**src/rtl/pipe_mdu_pkg.sv**
```systemverilog
// Shared definitions for the iterative multiply/divide unit.
// Holds the op encoding, the FSM state encoding and the default operand width.
package pipe_mdu_pkg;

    localparam int unsigned DefaultWidth = 32;

    localparam logic [2:0] OpMult  = 3'b000;
    localparam logic [2:0] OpMultu = 3'b001;
    localparam logic [2:0] OpDiv   = 3'b010;
    localparam logic [2:0] OpDivu  = 3'b011;
    localparam logic [2:0] OpMthi  = 3'b100;
    localparam logic [2:0] OpMtlo  = 3'b101;

    typedef enum logic [1:0] {
        StIdle = 2'b00,
        StCalc = 2'b01,
        StFix  = 2'b10
    } state_e;

endpackage

```
**src/rtl/mdu_step.sv**
```systemverilog
// One radix-2 iteration of the multiply/divide datapath (purely combinational).
// Ports:
//   is_div_i  1 = restoring-divide step, 0 = shift-add multiply step
//   acc_i/o   upper half: partial product (mult) or partial remainder (div)
//   mq_i/o    lower half: multiplier bits (mult) or dividend/quotient bits (div)
//   m_i       multiplicand (mult) or divisor (div) magnitude
module mdu_step #(
    parameter int unsigned WIDTH = 32
) (
    input  logic             is_div_i,
    input  logic [WIDTH-1:0] acc_i,
    input  logic [WIDTH-1:0] mq_i,
    input  logic [WIDTH-1:0] m_i,
    output logic [WIDTH-1:0] acc_o,
    output logic [WIDTH-1:0] mq_o
);

    logic [WIDTH:0] sum;
    logic [WIDTH:0] rem_sh;

    always_comb begin
        sum    = {1'b0, acc_i} + ({1'b0, m_i} & {(WIDTH + 1){mq_i[0]}});
        rem_sh = {acc_i, mq_i[WIDTH-1]};
        if (is_div_i) begin
            if (rem_sh >= {1'b0, m_i}) begin
                // Difference is below the divisor, so the low WIDTH bits are exact.
                acc_o = rem_sh[WIDTH-1:0] - m_i;
                mq_o  = {mq_i[WIDTH-2:0], 1'b1};
            end else begin
                acc_o = rem_sh[WIDTH-1:0];
                mq_o  = {mq_i[WIDTH-2:0], 1'b0};
            end
        end else begin
            // Shift {carry, acc, mq} right by one after the conditional add.
            acc_o = sum[WIDTH:1];
            mq_o  = {sum[0], mq_i[WIDTH-1:1]};
        end
    end

endmodule

```
**src/rtl/pipe_mdu.sv**
```systemverilog
// Iterative MIPS-style multiply/divide unit with HI/LO registers.
// Ports:
//   clk, reset      clock, asynchronous active-low reset
//   start, op       request and operation (MULT/MULTU/DIV/DIVU/MTHI/MTLO), sampled in idle
//   src_a, src_b    operands
//   flush           cancel the in-flight operation
//   busy            high while calculating or fixing up signs
//   done            one-cycle pulse after HI/LO update from a multiply/divide
//   hi, lo          HI and LO registers
module pipe_mdu
    import pipe_mdu_pkg::*;
#(
    parameter int unsigned WIDTH = DefaultWidth,
    parameter int unsigned CNT_W = $clog2(WIDTH) + 1
) (
    input  logic             clk,
    input  logic             reset,
    input  logic             start,
    input  logic [2:0]       op,
    input  logic [WIDTH-1:0] src_a,
    input  logic [WIDTH-1:0] src_b,
    input  logic             flush,
    output logic             busy,
    output logic             done,
    output logic [WIDTH-1:0] hi,
    output logic [WIDTH-1:0] lo
);

    state_e             state_q, state_d;
    logic [CNT_W-1:0]   cnt_q, cnt_d;
    logic [WIDTH-1:0]   acc_q, acc_d;
    logic [WIDTH-1:0]   mq_q, mq_d;
    logic [WIDTH-1:0]   m_q, m_d;
    logic               div_q, div_d;
    logic               neg_a_q, neg_a_d;
    logic               neg_b_q, neg_b_d;
    logic [WIDTH-1:0]   hi_q, hi_d;
    logic [WIDTH-1:0]   lo_q, lo_d;
    logic               done_q, done_d;

    logic               accept;
    logic               in_neg_a, in_neg_b;
    logic [WIDTH-1:0]   mag_a, mag_b;
    logic [WIDTH-1:0]   step_acc, step_mq;
    logic [2*WIDTH-1:0] prod;
    logic [WIDTH-1:0]   quot, rem;

    // Arithmetic ops are 0xx; signed variants have op[0] clear.
    assign accept   = (state_q == StIdle) && start && !flush && !op[2];
    assign in_neg_a = !op[0] && src_a[WIDTH-1];
    assign in_neg_b = !op[0] && src_b[WIDTH-1];
    assign mag_a    = in_neg_a ? -src_a : src_a;
    assign mag_b    = in_neg_b ? -src_b : src_b;

    mdu_step #(
        .WIDTH (WIDTH)
    ) u_step (
        .is_div_i (div_q),
        .acc_i    (acc_q),
        .mq_i     (mq_q),
        .m_i      (m_q),
        .acc_o    (step_acc),
        .mq_o     (step_mq)
    );

    // FSM: state register.
    always_ff @(posedge clk or negedge reset) begin
        if (!reset) begin
            state_q <= StIdle;
        end else begin
            state_q <= state_d;
        end
    end

    // FSM: next state.
    always_comb begin
        state_d = state_q;
        case (state_q)
            StIdle:  if (accept) state_d = StCalc;
            StCalc: begin
                if (flush) begin
                    state_d = StIdle;
                end else if (cnt_q == CNT_W'(1)) begin
                    state_d = StFix;
                end
            end
            StFix:   state_d = StIdle;
            default: state_d = StIdle;
        endcase
    end

    // FSM: outputs.
    always_comb begin
        busy = (state_q != StIdle);
    end

    // Datapath and HI/LO next state.
    always_comb begin
        cnt_d   = cnt_q;
        acc_d   = acc_q;
        mq_d    = mq_q;
        m_d     = m_q;
        div_d   = div_q;
        neg_a_d = neg_a_q;
        neg_b_d = neg_b_q;
        hi_d    = hi_q;
        lo_d    = lo_q;
        done_d  = 1'b0;

        prod = {acc_q, mq_q};
        if (neg_a_q ^ neg_b_q) prod = -prod;
        quot = (neg_a_q ^ neg_b_q) ? -mq_q : mq_q;
        rem  = neg_a_q ? -acc_q : acc_q;

        case (state_q)
            StIdle: begin
                if (accept) begin
                    cnt_d   = CNT_W'(WIDTH);
                    acc_d   = '0;
                    div_d   = op[1];
                    mq_d    = op[1] ? mag_a : mag_b;
                    m_d     = op[1] ? mag_b : mag_a;
                    neg_a_d = in_neg_a;
                    neg_b_d = in_neg_b;
                end else if (start && !flush && op == OpMthi) begin
                    hi_d = src_a;
                end else if (start && !flush && op == OpMtlo) begin
                    lo_d = src_a;
                end
            end
            StCalc: begin
                if (!flush) begin
                    cnt_d = cnt_q - CNT_W'(1);
                    acc_d = step_acc;
                    mq_d  = step_mq;
                end
            end
            StFix: begin
                if (!flush) begin
                    done_d = 1'b1;
                    if (div_q) begin
                        // With a zero divisor the remainder path shifts the whole dividend
                        // magnitude in, so the signed remainder already equals src_a.
                        hi_d = rem;
                        lo_d = (m_q == '0) ? '1 : quot;
                    end else begin
                        hi_d = prod[2*WIDTH-1:WIDTH];
                        lo_d = prod[WIDTH-1:0];
                    end
                end
            end
            default: ;
        endcase
    end

    always_ff @(posedge clk or negedge reset) begin
        if (!reset) begin
            cnt_q   <= '0;
            acc_q   <= '0;
            mq_q    <= '0;
            m_q     <= '0;
            div_q   <= 1'b0;
            neg_a_q <= 1'b0;
            neg_b_q <= 1'b0;
            hi_q    <= '0;
            lo_q    <= '0;
            done_q  <= 1'b0;
        end else begin
            cnt_q   <= cnt_d;
            acc_q   <= acc_d;
            mq_q    <= mq_d;
            m_q     <= m_d;
            div_q   <= div_d;
            neg_a_q <= neg_a_d;
            neg_b_q <= neg_b_d;
            hi_q    <= hi_d;
            lo_q    <= lo_d;
            done_q  <= done_d;
        end
    end

    assign done = done_q;
    assign hi   = hi_q;
    assign lo   = lo_q;

endmodule

```
**config.mk**
```make
export PLATFORM = sky130hd
export DESIGN_NAME = pipe_mdu
export DESIGN_NICKNAME = d
export VERILOG_FILES = /design/src/rtl/pipe_mdu_pkg.sv /design/src/rtl/mdu_step.sv /design/src/rtl/pipe_mdu.sv
export SDC_FILE = /design/constraint.sdc
export NUM_CORES = 1
export LEC_CHECK = 0
export ABC_CLOCK_PERIOD_IN_PS = 8500
export CAP_MARGIN = 30
export CORE_ASPECT_RATIO = 0.7
export CORE_MARGIN = 2
export CORE_UTILIZATION = 43
export DETAILED_ROUTE_END_ITERATION = 10
export PLACE_DENSITY_LB_ADDON = 0.3
export SLEW_MARGIN = 10
export SYNTH_ARGS = -nofsm -noshare
export SYNTH_HDL_FRONTEND = slang
export SYNTH_SLANG_ARGS = --single-unit
```
**constraint.sdc**
```tcl
create_clock -name clk -period 8.5 [get_ports clk]
set_input_delay 1.7 -clock clk [delete_from_list [all_inputs] [get_ports clk]]
set_output_delay 1.7 -clock clk [all_outputs]
set_load 0.01 [all_outputs]
```
**Word-level counts from Yosys, hierarchy flattened**

Cells that the tools add are included.

- Memories: 0
- ROM bits: 0
- Latch bits: 0
- Bits of input ports: 71
- Register bits: 172
- Output and inout bits: 66
- Bits in writable memories: 0

- $mul: 0
- Multiplexer cells: 38
- Reduce and logical (&&, ||, !) cells: 21
- Bitwise logic cells: 2
- Add/subtract/negate cells: 8
- $lt $le $gt $ge: 1
- Shift operators: 0
- Divide/modulo/power cells: 0
- Equal/unequal tests: 13

Operator list:

| operator | number |
|---|---|
| 32-bit two-way mux | 23 |
| 32-bit case mux with 2 select lines | 4 |
| 32-bit negator | 4 |
| 64-bit two-way mux | 1 |
| 64-bit negator | 1 |
| 32-bit by 33-bit adder with 33-bit output | 1 |
| 32-bit by 33-bit bitwise AND with 33-bit output | 1 |
| 33-bit by 32-bit >= comparator with 1-bit output | 1 |
| 32-bit logical NOT | 1 |
| 32-bit subtractor | 1 |
| 6-bit two-way mux | 2 |
| 6-bit case mux with 2 select lines | 1 |
| 2-bit != test (second input constant) | 5 |
| 1-bit logical AND | 8 |
| 3-bit == test (second input constant) | 2 |
| 6-bit by 1-bit == test with 1-bit output (second input constant) | 1 |
| 2-bit two-way mux | 3 |
| 2-bit nonzero test | 3 |
| 6-bit by 1-bit subtractor with 6-bit output (second input constant) | 1 |
| 5-bit AND reduction | 1 |
| 2-bit by 1-bit != test with 1-bit output (second input constant) | 2 |
| 2-bit case mux with 2 select lines | 1 |
| 2-bit AND reduction | 2 |
| 4-bit AND reduction | 1 |
| other kinds (8) | 12 |

**Logic depth before layout (Yosys ltp)**

- Depth in word-level cells: 7
- Mapped depth: 14
- Mapped depth without buffers: 13

**By module**

Synthesis repeated with hierarchy kept, for this count alone.

- Cells, all modules: 2014
- Area, all modules: 15559.9 um2

By module, submodules not included:

| module | area an instance (um2) | sequential area each (um2) | times used | cells an instance |
|---|---|---|---|---|
| pipe_mdu | 10831.6 | 4304.1 | 1 | 1313 |
| mdu_step | 4728.3 | 0.0 | 1 | 701 |

**Worst setup path after synthesis**

Ideal clock, no wire load.

- Kind: in2reg
- Start: in src_b[10]
- End: reg m_q[24]
- Setup time: 0.132 ns
- Slack: 4.756 ns
- Buffers on the path: 0
- Stages: 8
- Arrival: 3.612 ns
- Cell sequence: or4_1 -> or3_1 -> nor3_2 -> nand2_1 -> o31ai_1 -> xnor2_1 -> a211oi_1 -> a21oi_1

- Word-level cells in the longest chain between the ends: 3

Ends and longest elaborated chain:

| element | RTL line | text |
|---|---|---|
| start, declared | pipe_mdu.sv:21 | `input logic [WIDTH-1:0] src_b,` |
| 32-bit negator | pipe_mdu.sv:53 | `assign mag_b = in_neg_b ? -src_b : src_b;` |
| 32-bit two-way mux | pipe_mdu.sv:53 |  |
| 32-bit two-way mux | pipe_mdu.sv:122 | `m_d = op[1] ? mag_b : mag_a;` |
| end signal, assigned | pipe_mdu.sv:172 | `m_q <= m_d;` |
| end, declared | pipe_mdu.sv:33 | `logic [WIDTH-1:0] m_q, m_d;` |

No other way between the ends.
A chain may end at the register's enable or synchronous reset.

**Worst setup path in the final report**

- Start: in src_a[10]
- End: reg mq_q[25]

- Word-level cells in the longest chain between the ends: 5

Ends and longest elaborated chain:

| element | RTL line | text |
|---|---|---|
| start, declared | pipe_mdu.sv:20 | `input logic [WIDTH-1:0] src_a,` |
| 32-bit negator | pipe_mdu.sv:52 | `assign mag_a = in_neg_a ? -src_a : src_a;` |
| 32-bit two-way mux | pipe_mdu.sv:52 |  |
| 32-bit two-way mux | pipe_mdu.sv:121 | `mq_d = op[1] ? mag_a : mag_b;` |
| 32-bit two-way mux | pipe_mdu.sv:117 | `if (accept) begin` |
| 32-bit case mux with 2 select lines | pipe_mdu.sv:115 | `case (state_q)` |
| end signal, assigned | pipe_mdu.sv:171 | `mq_q <= mq_d;` |
| end, declared | pipe_mdu.sv:32 | `logic [WIDTH-1:0] mq_q, mq_d;` |

No other way between the ends. The select of a mux whose other input is x is not followed.

==> results.ini <==
[route]
wl_mm=62.59
drt_pre_antenna_iters=7
vias_per_cell=6.402
wl_per_cell_um=24.64
drt_drc_violations_left=0
drt_iter0_markers=2140
vias=16262
ant_nets=0

[critical_path]
crit_end=mq_q[25]
critical_path.startpoint=src_a[10]
cp_slowest_cell=or4_1
r2r.worst_path.cells=13
crit_top_cell=a31oi_1
max_stage_delay_ns=0.62
reg2reg_slack_ns=4.37
crit_path_end_kind=flop
startpoint_type=primary input
crit_type=in -> reg
r2r_end=acc_q[31]
timing.rr.start=mq_q[0]
critical_path.max_fanout=6
cp_cell_sequence=clkdlybuf4s50_1 > or4_1 > nor3_1 > nor3b_2 > a31oi_1 > xor2_1 > nor2_1 > a21oi_1 > nand2_1 > a31oi_1
required_ns=8.88
worst_ep_arrival_time_ns=4.77

[synthesis]
synth_ff_type=dfrtp_1
ys_seq_area_frac=0.2799
yosys.area.top_type=dfrtp_1
avgSynthCellArea_sq_um=7.672
synthTopCellsByCount=a21oi_1, nand2_1, nor2_1
synth.cell_area_sq_um=15370
yosysUniqueCellTypes=87
synth.area.top_cells=dfrtp_1, a21oi_1, xnor2_1, ha_1, nand2_1
synth_nets=2147
synth_top_area_share=0.2799
ys_ff_latch=172
synth-edff-count=0
synthCells=2004
synthMostInstantiatedCell=a21oi_1
yosysWarnings=0
async_reset_ff_frac=1.000

[flow_run]
maxCapViolCount=0

[sta]
min_period_ns=4.394
clock.fmax_mhz=227.6
slew_headroom=0.3629
fin_skew_ns=0.01034
fin_ws_ns=4.106
rsz0062_at_grt=no
finalHoldViolations=0
fin_tns_setup_ns=0
drv_slew=0
finalCritPeriodShare=0.5169
finalSetupViolations=0
tightest_slew_ns=0.9533

[clock_tree]
cts_resized=0
root_buffer=clkbuf_16
htreeDepth=4
cts.hold.buffers_added=0
clkTransAtPathRegs_ns=0.07
clock_path_buffers=2
clock_sinks=172
cts_tree=done
cts_buffers=17
cts_setup_buffers=0
clk_latency_ns=0.46

[placed_design]
port_buffers=136
pre_cts_slack_ns=3.778
routabilityCongestion=1.002
dp_hpwl_mm=48.50

[cells_and_area]
finish.net_count=2198
drive_gt1_frac=0.04739
area_delta_synth_final_pct=14.62
n_antenna_cell=0
final_util=0.5043

[worst_hold_path]
hold_depth=2
hold_path_class=reg -> reg

[floorplan]
ios=137
start_util=0.4400
die_height_um=162.2
dieArea_sq_um=37310
num_rows=57
core_sq_um=34950
die_w_um=230.0

[global_route]
grt_pass1_vias=14938
grt_pass1_wl_mm=93.45
grt.total_usage=0.3312
overflow=0
grt_max_degree=80
grt_antenna_before_repair=1

[pwr]
peakVddDrop_uv=150.4
p_leak_uw=0.007323
power_density_nw_per_um2=330.8

[status]
status=completed

-- state kept, by name (all words and copies together) (netlist names) --
register,flops
hi,32
lo,32
neg_b_q,1
m_q,32
cnt_q,6
done,1
div_q,1
neg_a_q,1
mq_q,32
acc_q,32
state_q,2
-- layout make-up --
type / count / area, sq um
Clock buffer: 19 / 452.9
Clock inverter: 13 / 106.4
Fill cell: 3413 / 17320
Inverter: 68 / 255.2
Multi-Input combinational cell: 1630 / 10330
Sequential cell: 172 / 4305
Tap cell: 472 / 590.6
Timing Repair Buffer: 166 / 1583
-- stage by stage --
stage	hold WS [ns]	total power, uW	std cells	instance area (sq um)
after floorplan	0.4717	3736	2004	15370
after global placement	0.4604	4885	2504	17030
after detailed placement	0.4700	4912	2507	17060
after CTS	0.4846	5701	2539	17610
after global routing	0.5059	6165	2540	17620
final	0.4809	5829	2540	17620
-- cells in the final DEF, fill, tap and decap left out, types with 12 or more instances in the layout --
cell             Yosys  final
nand2b_1            17     17
nand2_1            195    195
o21a_1              12     12
or4_1               12     12
o21ai_0            133    132
nor2_1             192    191
a31oi_1             14     14
o22ai_1             33     33
or3_1               34     34
clkdlybuf4s50_1      0    134
nand4_1             19     19
and3_1              16     16
o21ai_1             76     75
nor3_1              46     46
buf_4                0     30
xor2_1              67     67
inv_1               68     68
ha_1                70     70
nand3_1             46     45
a211oi_1            25     25
nor4_1              28     28
dfrtp_1            172    171
a21oi_1            200    200
o31ai_1             18     18
clkbuf_16            0     17
xnor2_1            105    105
o211ai_1            19     19
a21o_1              25     25
mux2i_1             54     54
-- cells by family after synthesis --
logic type,count (synthesis),synth area share
simple gates,663,0.2065
buf+inv,202,0.05111
fa+ha+maj,72,0.05957
flops,172,0.2799
xor+xnor,172,0.09798
mux,64,0.04272
compound gates,659,0.2622
-- critical path: cells and delay by family --
| family | cells | cell delay [ns] |
|---|---|---|
| simple gates | 5 | 1.57 |
| buf+inv | 1 | 0.54 |
| compound gates | 3 | 0.49 |
| xor+xnor | 1 | 0.45 |
-- how the worst min path moves through the flow --
| stage | endpoint | from |
|---|---|---|
| finish | lo[7] | lo[7] |
| CTS | lo[7] | lo[7] |
| global placement | lo[0] | lo[0] |
| global route | lo[7] | lo[7] |
| floorplan | m_q[16] | m_q[16] |
| detailed placement | lo[7] | lo[7] |
-- metal layers --
metal,GRT usage,share of wire,up-vias,wire (um)
met5,0,0,-,0
met4,0.09296,0.027,0,1675
met3,0.1097,0.14,113,8537
met2,0.4355,0.38,1053,23660
met1,0.5039,0.46,7742,28720
li1,-,-,7354,-
-- where the power goes --
part,internal [uW],switching [uW],total [uW],leakage [uW]
combinational,1400,2040,3440,0.00493
sequential,1080,526,1600,0.00212
clock,396,387,783,0.000268
total,2880,2950,5830,0.00732
(Power assumes the default switching activity.)
==> RTL edit: new RTL, same settings <==
Make the reset (`reset`) synchronous in 2 clocked blocks. Comments in the files are not updated.
--- a/src/rtl/pipe_mdu.sv
+++ b/src/rtl/pipe_mdu.sv
@@ -64,7 +64,7 @@
     );
 
     // FSM: state register.
-    always_ff @(posedge clk or negedge reset) begin
+    always_ff @(posedge clk) begin
         if (!reset) begin
             state_q <= StIdle;
         end else begin
@@ -153,7 +153,7 @@
         endcase
     end
 
-    always_ff @(posedge clk or negedge reset) begin
+    always_ff @(posedge clk) begin
         if (!reset) begin
             cnt_q   <= '0;
             acc_q   <= '0;
Function: differs if reset is asserted again (counterexample within 4 cycles, from zero or initial values and one cycle with reset low); with reset held inactive, the same outputs for 4 cycles.
==> RTL edit against the unedited design <==
Sequential cell count stayed put; area after synthesis is 2.3% lower; wire length down 2.3%; worst setup slack worse by 0.54 ns; cell area shrank 2.1%; highest routed layer unchanged; utilization is 0.53 points lower; synthesized cell count grew 3.5%.
Power is not compared: it rests on default switching activity, and its combinational part moved more than twofold at a synthesized area within 25%.
==> RTL edit: results <==
[global_routing]
grt_usage_pct = 32.9
grt_pass1_vias = 14625

[timing]
skew_ns = 0.0137
tightestPinTransition_ns = 0.987

[power]
p_leak_nw = 6.68

[drt]
drtIter0Drc = 2657
avgViaCountPerCell = 6.40
drt_wl_total_um = 61100
drtPass1Iterations = 6
vias = 16657

[min_path]
min_to = "hi[22]"
hold_start = "hi[22]"

[critical_path]
timing.rr.end = "acc_q[28]"
r2r_start = "acc_q[0]"
r2r_cells = 9
timing.reg2reg.setup_slack_ns = 4.14
crit_arrival_ns = 5.30
path_max_fanout = 5

[yosys]
synth_commonest_cells = "220 x nand2_1, 197 x nor2_1, 172 x dfxtp_1"
yosysSeqAreaShare_pct = 22.9
async_reset_ff_share_pct = 0
synth_cells = 2074
syn-num-nets = 2217
synth_area_leaders = "dfxtp_1 23%, ha_1 5.8%, xnor2_1 5.8%"
ys_types = 76

[placement]
globalplace.congestion = 0.960
dp.cells = 2564
hpwl_um = 46400
placedInstanceArea_um2 = 16600

[status]
status = "finished, final reports clean"

[layout]
fill_cells = 3436
nets = 2259
==> RTL edit: layout make-up <==
cell class | instances | area share [%]
well taps | 472 | 3.42
inverters | 79 | 1.72
clock inverters | 13 | 0.913
clock buffers | 19 | 2.57
repair buffers | 169 | 9.29
multi-input cells | 1677 | 62.1
flip-flops and latches | 172 | 20.0
==> RTL edit: power by group through the flow <==
stage          logic, mW  clock network [mW]  registers (mW)
2_1_floorplan      0.406                   0           0.865
3_3_place_gp       0.609                   0           0.881
3_5_place_dp       0.613                   0           0.882
4_1_cts            0.617               0.851           0.864
5_1_grt            0.685               0.878           0.868
6_report           0.642               0.850           0.866
==> RTL edit: through the flow <==
| stage | worst slack [ns] | hold WS (ns) |
|---|---|---|
| finish | 3.56 | 0.455 |
| global route | 3.43 | 0.481 |
| CTS | 3.70 | 0.464 |
| detailed placement | 3.22 | 0.447 |
| global placement | 3.29 | 0.439 |
| floorplan | 4.28 | 0.441 |
==> RTL edit: how the worst max path moves through the flow <==
stage / start / end / slack, ns / depth (start not counted)
detailed placement: src_b[0] / m_q[29] / 3.22 / 9
floorplan: src_a[2] / m_q[29] / 4.28 / 10
finish: src_b[0] / m_q[29] / 3.56 / 9
global placement: src_a[2] / m_q[29] / 3.29 / 10
global route: src_b[0] / m_q[29] / 3.43 / 9
CTS: src_b[0] / m_q[29] / 3.70 / 9
==> RTL edit: logic make-up (layout without fill, tap and decap cells) <==
logic type | count (synthesis) | in the layout | share of synthesized area [%]
mux | 56 | 56 | 3.76
flops | 172 | 172 | 22.9
simple gates | 698 | 698 | 22.0
xor+xnor | 167 | 167 | 9.73
buf+inv | 225 | 280 | 6.01
fa+ha+maj | 72 | 72 | 6.10
compound gates | 684 | 684 | 29.5
==> RTL edit: per-layer routing <==
layer  track usage, %  part of all wire [%]  vias to the layer above  wire length, um
met4             7.10                   1.8                        0             1100
met2             42.6                    38                     1032            23100
met5                0                     0                        -                0
met1             51.1                    46                     7928            28200
li1                 -                     -                     7615                -
met3             10.9                    14                       82             8800
==> RTL edit: critical path: stages <==
cell             delay, ns
clkdlybuf4s50_1       0.58
or4_1                 0.56
nor4bb_1              0.55
inv_1                 0.18
nor4_1                0.73
a21oi_1               0.18
xnor2_1               0.41
a211oi_1              0.16
a31o_2                0.26
